<file path="src/rtl/uart_ram_wr_if.sv">
// Handshake bundle between the hpdcache write port, the shared UART byte
// streams and the uart_ram_wr bridge (slave = bridge, master = environment).
interface uart_ram_wr_if;
  // write request: addr/len/id (size is not carried, beats are always 4 bytes)
  logic        mem_req_write_valid;
  logic        mem_req_write_ready;
  logic [31:0] mem_req_write_addr;
  logic [7:0]  mem_req_write_len;
  logic [3:0]  mem_req_write_id;
  // write data beats
  logic        mem_req_write_data_valid;
  logic        mem_req_write_data_ready;
  logic [31:0] mem_req_write_data;
  logic [3:0]  mem_req_write_be;
  logic        mem_req_write_last;
  // write response
  logic        mem_resp_w_valid;
  logic        mem_resp_w_ready;
  logic [1:0]  mem_resp_w_error;
  logic [3:0]  mem_resp_w_id;
  logic        mem_resp_w_is_atomic;
  // UART arbitration and byte streams
  logic        uart_req;
  logic        uart_gnt;
  logic [7:0]  s_axis_tdata;
  logic        s_axis_tvalid;
  logic        s_axis_tready;
  logic [7:0]  m_axis_tdata;
  logic        m_axis_tvalid;
  logic        m_axis_tready;

  modport slave (
    input  mem_req_write_valid, mem_req_write_addr, mem_req_write_len, mem_req_write_id,
    output mem_req_write_ready,
    input  mem_req_write_data_valid, mem_req_write_data, mem_req_write_be, mem_req_write_last,
    output mem_req_write_data_ready,
    output mem_resp_w_valid, mem_resp_w_error, mem_resp_w_id, mem_resp_w_is_atomic,
    input  mem_resp_w_ready,
    output uart_req,
    input  uart_gnt,
    output s_axis_tdata, s_axis_tvalid,
    input  s_axis_tready,
    input  m_axis_tdata, m_axis_tvalid,
    output m_axis_tready
  );

  modport master (
    output mem_req_write_valid, mem_req_write_addr, mem_req_write_len, mem_req_write_id,
    input  mem_req_write_ready,
    output mem_req_write_data_valid, mem_req_write_data, mem_req_write_be, mem_req_write_last,
    input  mem_req_write_data_ready,
    input  mem_resp_w_valid, mem_resp_w_error, mem_resp_w_id, mem_resp_w_is_atomic,
    output mem_resp_w_ready,
    input  uart_req,
    output uart_gnt,
    input  s_axis_tdata, s_axis_tvalid,
    output s_axis_tready,
    output m_axis_tdata, m_axis_tvalid,
    input  m_axis_tready
  );
endinterface

</file>
<file path="src/rtl/uart_ram_wr.sv">
// Serializes hpdcache write requests into the host byte protocol on the shared
// UART tx stream, waits for the host ack byte and returns one write response.
module uart_ram_wr #(
  parameter logic [31:0] AckTimeout = 32'd12000000,
  parameter logic [7:0]  AckByte    = 8'hC8,
  parameter logic [7:0]  CmdByte    = 8'h77
) (
  input  logic            clk_i,
  input  logic            reset_ni,
  uart_ram_wr_if.slave    bus
);

  localparam logic [1:0] RespOk  = 2'b00;
  localparam logic [1:0] RespNok = 2'b10;

  typedef enum logic [3:0] {
    Idle, Arb, SendCmd, SendLen, SendAddr, WaitBeat, SendBe, SendData, WaitAck, Resp
  } state_e;

  state_e      state_q;
  logic [31:0] addr_q;
  logic [7:0]  len_q;
  logic [3:0]  id_q;
  logic [7:0]  beat_cnt_q;
  logic [1:0]  byte_cnt_q;
  logic [31:0] data_q;
  logic [3:0]  be_q;
  logic        last_q;
  logic        err_q;
  logic [31:0] timer_q;

  logic        write_ready_q;
  logic        data_ready_q;
  logic        resp_valid_q;
  logic [1:0]  resp_error_q;
  logic [3:0]  resp_id_q;
  logic        uart_req_q;
  logic [7:0]  tdata_q;
  logic        tvalid_q;
  logic        rx_ready_q;

  assign bus.mem_req_write_ready      = write_ready_q;
  assign bus.mem_req_write_data_ready = data_ready_q;
  assign bus.mem_resp_w_valid         = resp_valid_q;
  assign bus.mem_resp_w_error         = resp_error_q;
  assign bus.mem_resp_w_id            = resp_id_q;
  assign bus.mem_resp_w_is_atomic     = 1'b0;
  assign bus.uart_req                 = uart_req_q;
  assign bus.s_axis_tdata             = tdata_q;
  assign bus.s_axis_tvalid            = tvalid_q;
  assign bus.m_axis_tready            = rx_ready_q;

  always_ff @(posedge clk_i or negedge reset_ni) begin
    if (!reset_ni) begin
      state_q       <= Idle;
      addr_q        <= '0;
      len_q         <= '0;
      id_q          <= '0;
      beat_cnt_q    <= '0;
      byte_cnt_q    <= '0;
      data_q        <= '0;
      be_q          <= '0;
      last_q        <= 1'b0;
      err_q         <= 1'b0;
      timer_q       <= '0;
      write_ready_q <= 1'b0;
      data_ready_q  <= 1'b0;
      resp_valid_q  <= 1'b0;
      resp_error_q  <= '0;
      resp_id_q     <= '0;
      uart_req_q    <= 1'b0;
      tdata_q       <= '0;
      tvalid_q      <= 1'b0;
      rx_ready_q    <= 1'b0;
    end else begin
      case (state_q)
        Idle: begin
          write_ready_q <= 1'b1;
          if (bus.mem_req_write_valid && write_ready_q) begin
            write_ready_q <= 1'b0;
            addr_q        <= bus.mem_req_write_addr;
            len_q         <= bus.mem_req_write_len;
            id_q          <= bus.mem_req_write_id;
            beat_cnt_q    <= '0;
            err_q         <= 1'b0;
            uart_req_q    <= 1'b1;
            state_q       <= Arb;
          end
        end
        Arb: begin
          if (bus.uart_gnt) begin
            tvalid_q <= 1'b1;
            tdata_q  <= CmdByte;
            state_q  <= SendCmd;
          end
        end
        SendCmd: begin
          if (bus.s_axis_tready) begin
            tdata_q <= len_q;
            state_q <= SendLen;
          end
        end
        SendLen: begin
          if (bus.s_axis_tready) begin
            tdata_q    <= addr_q[7:0];
            byte_cnt_q <= '0;
            state_q    <= SendAddr;
          end
        end
        SendAddr: begin
          if (bus.s_axis_tready) begin
            if (byte_cnt_q == 2'd3) begin
              tvalid_q     <= 1'b0;
              data_ready_q <= 1'b1;
              state_q      <= WaitBeat;
            end else begin
              byte_cnt_q <= byte_cnt_q + 2'd1;
              tdata_q    <= addr_q[{byte_cnt_q + 2'd1, 3'b000} +: 8];
            end
          end
        end
        WaitBeat: begin
          if (bus.mem_req_write_data_valid) begin
            data_ready_q <= 1'b0;
            data_q       <= bus.mem_req_write_data;
            be_q         <= bus.mem_req_write_be;
            last_q       <= bus.mem_req_write_last;
            tvalid_q     <= 1'b1;
            tdata_q      <= {4'h0, bus.mem_req_write_be};
            state_q      <= SendBe;
          end
        end
        SendBe: begin
          if (bus.s_axis_tready) begin
            tdata_q    <= data_q[7:0];
            byte_cnt_q <= '0;
            state_q    <= SendData;
          end
        end
        SendData: begin
          if (bus.s_axis_tready) begin
            if (byte_cnt_q == 2'd3) begin
              tvalid_q   <= 1'b0;
              beat_cnt_q <= beat_cnt_q + 8'd1;
              // Compare the pre-increment index so len=255 never needs a 9th bit.
              if ((beat_cnt_q == len_q) || last_q) begin
                err_q      <= err_q | ((beat_cnt_q == len_q) != last_q);
                rx_ready_q <= 1'b1;
                timer_q    <= '0;
                state_q    <= WaitAck;
              end else begin
                data_ready_q <= 1'b1;
                state_q      <= WaitBeat;
              end
            end else begin
              byte_cnt_q <= byte_cnt_q + 2'd1;
              tdata_q    <= data_q[{byte_cnt_q + 2'd1, 3'b000} +: 8];
            end
          end
        end
        WaitAck: begin
          timer_q <= timer_q + 32'd1;
          // An rx byte takes priority over a timeout expiring in the same cycle.
          if (bus.m_axis_tvalid) begin
            rx_ready_q   <= 1'b0;
            uart_req_q   <= 1'b0;
            resp_valid_q <= 1'b1;
            resp_id_q    <= id_q;
            resp_error_q <= (err_q || (bus.m_axis_tdata != AckByte)) ? RespNok : RespOk;
            state_q      <= Resp;
          end else if ((AckTimeout != 32'd0) && (timer_q == AckTimeout - 32'd1)) begin
            rx_ready_q   <= 1'b0;
            uart_req_q   <= 1'b0;
            resp_valid_q <= 1'b1;
            resp_id_q    <= id_q;
            resp_error_q <= RespNok;
            state_q      <= Resp;
          end
        end
        Resp: begin
          if (bus.mem_resp_w_ready) begin
            resp_valid_q  <= 1'b0;
            resp_error_q  <= '0;
            resp_id_q     <= '0;
            write_ready_q <= 1'b1;
            state_q       <= Idle;
          end
        end
        default: state_q <= Idle;
      endcase
    end
  end

endmodule
</file>
<file path="src/flat_wrapper.sv">
// flat-port wrapper written by rule: the top's interface ports become plain ports
module uart_ram_wr_flat 
#(
  parameter logic [31:0] AckTimeout = 32'd12000000,
  parameter logic [7:0]  AckByte    = 8'hC8,
  parameter logic [7:0]  CmdByte    = 8'h77
)
  (clk_i, reset_ni, bus_mem_req_write_valid, bus_mem_req_write_addr, bus_mem_req_write_len, bus_mem_req_write_id, bus_mem_req_write_ready, bus_mem_req_write_data_valid, bus_mem_req_write_data, bus_mem_req_write_be, bus_mem_req_write_last, bus_mem_req_write_data_ready, bus_mem_resp_w_valid, bus_mem_resp_w_error, bus_mem_resp_w_id, bus_mem_resp_w_is_atomic, bus_mem_resp_w_ready, bus_uart_req, bus_uart_gnt, bus_s_axis_tdata, bus_s_axis_tvalid, bus_s_axis_tready, bus_m_axis_tdata, bus_m_axis_tvalid, bus_m_axis_tready);
  uart_ram_wr_if bus_i ();
  input  logic clk_i;
  input  logic reset_ni;
  input wire logic [$bits(bus_i.mem_req_write_valid)-1:0] bus_mem_req_write_valid;
  input wire logic [$bits(bus_i.mem_req_write_addr)-1:0] bus_mem_req_write_addr;
  input wire logic [$bits(bus_i.mem_req_write_len)-1:0] bus_mem_req_write_len;
  input wire logic [$bits(bus_i.mem_req_write_id)-1:0] bus_mem_req_write_id;
  output wire logic [$bits(bus_i.mem_req_write_ready)-1:0] bus_mem_req_write_ready;
  input wire logic [$bits(bus_i.mem_req_write_data_valid)-1:0] bus_mem_req_write_data_valid;
  input wire logic [$bits(bus_i.mem_req_write_data)-1:0] bus_mem_req_write_data;
  input wire logic [$bits(bus_i.mem_req_write_be)-1:0] bus_mem_req_write_be;
  input wire logic [$bits(bus_i.mem_req_write_last)-1:0] bus_mem_req_write_last;
  output wire logic [$bits(bus_i.mem_req_write_data_ready)-1:0] bus_mem_req_write_data_ready;
  output wire logic [$bits(bus_i.mem_resp_w_valid)-1:0] bus_mem_resp_w_valid;
  output wire logic [$bits(bus_i.mem_resp_w_error)-1:0] bus_mem_resp_w_error;
  output wire logic [$bits(bus_i.mem_resp_w_id)-1:0] bus_mem_resp_w_id;
  output wire logic [$bits(bus_i.mem_resp_w_is_atomic)-1:0] bus_mem_resp_w_is_atomic;
  input wire logic [$bits(bus_i.mem_resp_w_ready)-1:0] bus_mem_resp_w_ready;
  output wire logic [$bits(bus_i.uart_req)-1:0] bus_uart_req;
  input wire logic [$bits(bus_i.uart_gnt)-1:0] bus_uart_gnt;
  output wire logic [$bits(bus_i.s_axis_tdata)-1:0] bus_s_axis_tdata;
  output wire logic [$bits(bus_i.s_axis_tvalid)-1:0] bus_s_axis_tvalid;
  input wire logic [$bits(bus_i.s_axis_tready)-1:0] bus_s_axis_tready;
  input wire logic [$bits(bus_i.m_axis_tdata)-1:0] bus_m_axis_tdata;
  input wire logic [$bits(bus_i.m_axis_tvalid)-1:0] bus_m_axis_tvalid;
  output wire logic [$bits(bus_i.m_axis_tready)-1:0] bus_m_axis_tready;
  assign bus_i.mem_req_write_valid = bus_mem_req_write_valid;
  assign bus_i.mem_req_write_addr = bus_mem_req_write_addr;
  assign bus_i.mem_req_write_len = bus_mem_req_write_len;
  assign bus_i.mem_req_write_id = bus_mem_req_write_id;
  assign bus_mem_req_write_ready = bus_i.mem_req_write_ready;
  assign bus_i.mem_req_write_data_valid = bus_mem_req_write_data_valid;
  assign bus_i.mem_req_write_data = bus_mem_req_write_data;
  assign bus_i.mem_req_write_be = bus_mem_req_write_be;
  assign bus_i.mem_req_write_last = bus_mem_req_write_last;
  assign bus_mem_req_write_data_ready = bus_i.mem_req_write_data_ready;
  assign bus_mem_resp_w_valid = bus_i.mem_resp_w_valid;
  assign bus_mem_resp_w_error = bus_i.mem_resp_w_error;
  assign bus_mem_resp_w_id = bus_i.mem_resp_w_id;
  assign bus_mem_resp_w_is_atomic = bus_i.mem_resp_w_is_atomic;
  assign bus_i.mem_resp_w_ready = bus_mem_resp_w_ready;
  assign bus_uart_req = bus_i.uart_req;
  assign bus_i.uart_gnt = bus_uart_gnt;
  assign bus_s_axis_tdata = bus_i.s_axis_tdata;
  assign bus_s_axis_tvalid = bus_i.s_axis_tvalid;
  assign bus_i.s_axis_tready = bus_s_axis_tready;
  assign bus_i.m_axis_tdata = bus_m_axis_tdata;
  assign bus_i.m_axis_tvalid = bus_m_axis_tvalid;
  assign bus_m_axis_tready = bus_i.m_axis_tready;
  uart_ram_wr #(.AckTimeout(AckTimeout), .AckByte(AckByte), .CmdByte(CmdByte)) u_core (.clk_i(clk_i), .reset_ni(reset_ni), .bus(bus_i));
endmodule
</file>
<file path="config.mk">
export PLATFORM = sky130hd
export DESIGN_NAME = uart_ram_wr_flat
export DESIGN_NICKNAME = d
export VERILOG_FILES = /design/src/rtl/uart_ram_wr_if.sv /design/src/rtl/uart_ram_wr.sv /design/src/flat_wrapper.sv
export SDC_FILE = /design/constraint.sdc
export NUM_CORES = 1
export LEC_CHECK = 0
export BUFFER_PORTS_ARGS = -buffer_cell sky130_fd_sc_hd__buf_2
export CORE_MARGIN = 10
export CORE_UTILIZATION = 57
export CTS_CLUSTER_SIZE = 12
export DETAILED_ROUTE_END_ITERATION = 8
export PLACE_DENSITY = 0.81
export REMOVE_ABC_BUFFERS = 1
export SLEW_MARGIN = 10
export SYNTH_ARGS = -nofsm -noshare
export SYNTH_HDL_FRONTEND = slang
export SYNTH_SLANG_ARGS = --single-unit
</file>
<file path="constraint.sdc">
create_clock -name clk_i -period 2.78 [get_ports clk_i]
set_clock_uncertainty 0.05 [all_clocks]
set_input_delay 0.278 -clock clk_i [delete_from_list [all_inputs] [get_ports clk_i]]
set_output_delay 0.278 -clock clk_i [all_outputs]
set_load 0.03 [all_outputs]
</file>
==> impl_metrics.py <==
metrics = {
    "timing": {
        "timing_worst_slew_pin_value_ns": 0.7166,
        "report.final.slew_viol_count": 0,
        "finalSetupTns_ns": 0,
        "hold_slack_ns": 0.01462,
        "unrepaired_setup_endpoints_after_global_routing": "false",
        "setup_ws_ns": 0.2134,
        "final_worst_path_cycle_share_pct": 92.33,
        "fmax_ghz": 0.3896,
        "hold_viol": 0,
        "slew_headroom_pct": 52.23,
        "report.final.setup_viol": 0,
        "timing.final.crit_period_ns": 2.567,
    },
    "min_path": {
        "min_path_cells": 3,
        "min_path_type": "in -> reg",
        "launch_point_of_the_worst_hold_path": "bus_mem_req_write_id[0]",
        "min_to": "u_core.id_q[0]",
    },
    "detailed_routing": {
        "avgViaCountPerCell": 5.900,
        "antenna_violating_nets_post_route": 0,
        "num_vias": 5658,
        "detail_route.drc_violations": 0,
        "avgRoutedWirePerCell_um": 19.31,
        "finalWirelength_mm": 18.52,
        "detail_route.first_pass.iterations": 6,
        "drt-initial-drc-count": 606,
    },
    "pwr": {
        "clk_pwr_share_pct": 26.5,
        "combinationalPowerShare_pct": 36.5,
        "lkg_pwr_nw": 4.022,
        "sw_frac_of_total_pct": 34.69,
        "power.sequential.fraction_pct": 37.0,
        "power.internal_mw": 6.051,
        "power_density_nw_per_um2": 1074,
        "ir_worst_vdd_uv": 696.9,
        "net-switching-power_mw": 3.214,
    },
    "critical_path": {
        "critical_path_peak_fanout": 8,
        "critical_path_buf_inv_count": 0,
        "critical_path.top_delay_family": "simple AND/OR/NAND/NOR gates",
        "worst_r2r_path_depth": 9,
        "worstSetupEndpointType": "flop",
        "critical_path.slowest_cell": "dfrtp_1",
        "r2r-start": "u_core.len_q[7]",
        "critPathArrivalTime_ns": 2.81,
        "crit_path_cell_trace": "xor2_1 -> nor4_1 -> nand2_1 -> ha_1 -> o31ai_4 -> and3_2 -> nand3_1 -> xor2_1 -> nor2_1",
        "cp_common_cell": "xor2_1",
        "worstPathRequired_ns": 3.02,
        "worst-setup-path-type": "reg -> reg",
        "critical_path_depth": 9,
        "worst_r2r_endpoint": "u_core.timer_q[23]",
        "worst_stage_delay_on_the_critical_path_ns": 0.41,
        "critical_path.startpoint_type": "flop",
        "r2r_slack_ns": 0.21,
    },
    "yosys": {
        "count_of_flip_flops_with_a_built_in_enable_after_synthesis": 0,
        "synth_top_cell_area_share_pct": 49.89,
        "seq_area_frac_synth_pct": 49.89,
        "synth_top_flop_cell": "dfrtp_1",
        "ys_top_cells_by_count": "143 x dfrtp_1, 79 x mux2_2, 66 x nand2_1, 57 x nor2_1, 30 x xor2_1",
        "async_reset_ff_share_pct": 100.0,
        "yosysWarningCount": 0,
        "syn_inst": 659,
        "synthesis_stage_register_bit_count": 143,
        "syn_area_um2": 7173,
        "synth_area_per_cell_um2": 10.88,
        "synthMostInstantiatedCell": "dfrtp_1",
        "unique_masters_post_synth": 65,
        "post-synth-top-area-cell": "dfrtp_1",
        "yosys-top-cells-area": "dfrtp_1 50%, mux2_2 12%, xor2_1 3.7%",
    },
    "placement": {
        "dp_hpwl_mm": 13.46,
        "dpl.cell_count": 926,
        "place_ws_ns": 0.1335,
        "port_buffers": 115,
        "dpl_cell_area_um2": 7970,
        "gpl.final_weighted_congestion": 0.8662,
    },
    "cts": {
        "inserted_clock_buffers": 17,
        "clock_insertion_delay_worst_skew_ns": 0.42,
        "clk_pin_slew_ns": 0.06,
        "cts.htree.levels": 4,
        "cts_max_path_buffers": 2,
        "cts.sink_count": 143,
        "cts.root.buffer_cell": "clkbuf_16",
        "cts_tree": "yes",
    },
    "final_layout": {
        "antenna_cells_inserted": 0,
        "synthToLayoutAreaGrowth_pct": 20.23,
        "final_net_count": 879,
        "final_design_area_no_fill_um2": 8625,
        "finalNonFillerCells": 959,
        "drive_above_1_share_pct": 35.27,
    },
    "die": {
        "row_count": 40,
        "initial_core_util_pct": 58.98,
        "die_area_um2": 17470,
        "die_w_um": 132.2,
        "design.portCount": 118,
        "die_h_um": 132.2,
        "core_area_um2": 12160,
    },
    "run": {
        "timing.max_cap.violations": 0,
    },
    "global_route": {
        "global_route_wire_length_before_repair_mm": 30.50,
        "first_global_vias": 6027,
        "grt_util_all_layers_pct": 21.46,
        "initial_antenna_violation_count": 0,
        "largest_net_degree_at_the_start_of_global_routing": 77,
        "grt_overflow_total": 0,
    },
    "status": {
        "run_status": "completed",
    },
}
[worst min-delay path: stages]
cell     delay, ns
buf_2         0.07
nand2_1       0.03
o21ai_0       0.06
[cell families (layout without fill, tap and decap cells)]
family,count (synthesis),count (layout),share of synthesized area [%]
AO/OA/AOI/OAI,110,110,9.820
buffers and inverters,49,180,3.332
multiplexers,97,97,16.48
other,1,2,0.05228
adder cells (fa/ha/maj),4,4,0.6977
AND/OR/NAND/NOR,223,223,15.82
XOR/XNOR,32,32,3.907
flip-flops,143,143,49.89
[sequential cells by signal, summed over array words and instances (netlist names), 2 cells and up]
signal / flops
u_core.byte_cnt_q: 2
u_core.beat_cnt_q: 8
u_core.bus.s_axis_tdata: 8
u_core.timer_q: 32
u_core.addr_q: 32
u_core.state_q: 4
u_core.bus.mem_resp_w_id: 4
u_core.data_q: 32
u_core.len_q: 8
u_core.id_q: 4
[cell type report]
class,count,area (um^2)
Sequential cell,143,3578
Clock buffer,23,488.0
Clock inverter,9,153.9
Tap cell,168,210.2
Multi-Input combinational cell,468,3374
Timing Repair Buffer,138,782.0
Fill cell,928,3537
Inverter,10,37.54
[metrics by stage]
stage | power, mW | utilization, %
finish | 9.265 | 70.92
global route | 9.802 | 70.92
CTS | 9.285 | 70.90
detailed placement | 6.783 | 65.54
global placement | 6.615 | 65.54
floorplan | 5.649 | -
[placed cells by master (no fill, tap or decap), types with 3 or more instances in the layout]
cell	netlist	routed
a21oi_1	22	22
a22oi_1	4	4
a31o_2	5	5
a31oi_1	17	17
and3_1	10	8
and4_1	4	4
buf_2	14	114
buf_4	4	20
bufinv_16	0	4
clkbuf_16	0	17
clkbuf_8	0	4
dfrtp_1	143	143
ha_1	4	4
inv_1	9	9
mux2_2	79	79
mux2i_1	9	9
mux4_2	9	9
nand2_1	66	66
nand2b_1	5	5
nand3_1	17	16
nand3b_1	3	3
nand4_1	12	12
nor2_1	57	56
nor2_2	5	5
nor2b_1	6	6
nor3_1	9	9
nor4_1	6	6
nor4b_1	3	3
o21ai_0	29	29
o21ai_1	7	7
o22ai_1	4	4
o31ai_1	3	3
or3_1	5	5
xor2_1	30	30
[power by group through the flow]
stage	clock, mW	sequential [mW]	combinational (mW)
after floorplan	0	3.54	2.11
after global placement	0	3.38	3.24
after detailed placement	0	3.44	3.34
after CTS	2.48	3.42	3.38
after global routing	2.59	3.52	3.70
final	2.45	3.43	3.38
[worst max-delay path by stage]
stage	from	to
finish	u_core.len_q[7]	u_core.timer_q[23]
global route	u_core.len_q[5]	u_core.timer_q[23]
CTS	u_core.len_q[7]	u_core.timer_q[18]
detailed placement	u_core.len_q[7]	u_core.timer_q[26]
global placement	u_core.len_q[7]	u_core.timer_q[22]
floorplan	u_core.state_q[2]	u_core.beat_cnt_q[7]
[layer usage]
metal  GRT usage [%]  wire length [um]
met1           25.32              7435
met2           37.17              9614
met3           5.869              1170
met4           6.540               301
met5               0                 0
[repair_timing]
action / 4_1_cts / 5_1_grt
endpoints found under the setup margin: 0 / 6
endpoints found under the hold margin: 73 / 0
setup buffers: 0 / 0
resized for setup: 0 / 2
hold buffers: 1 / 0
Note: power is estimated with default switching activity, not from simulation.
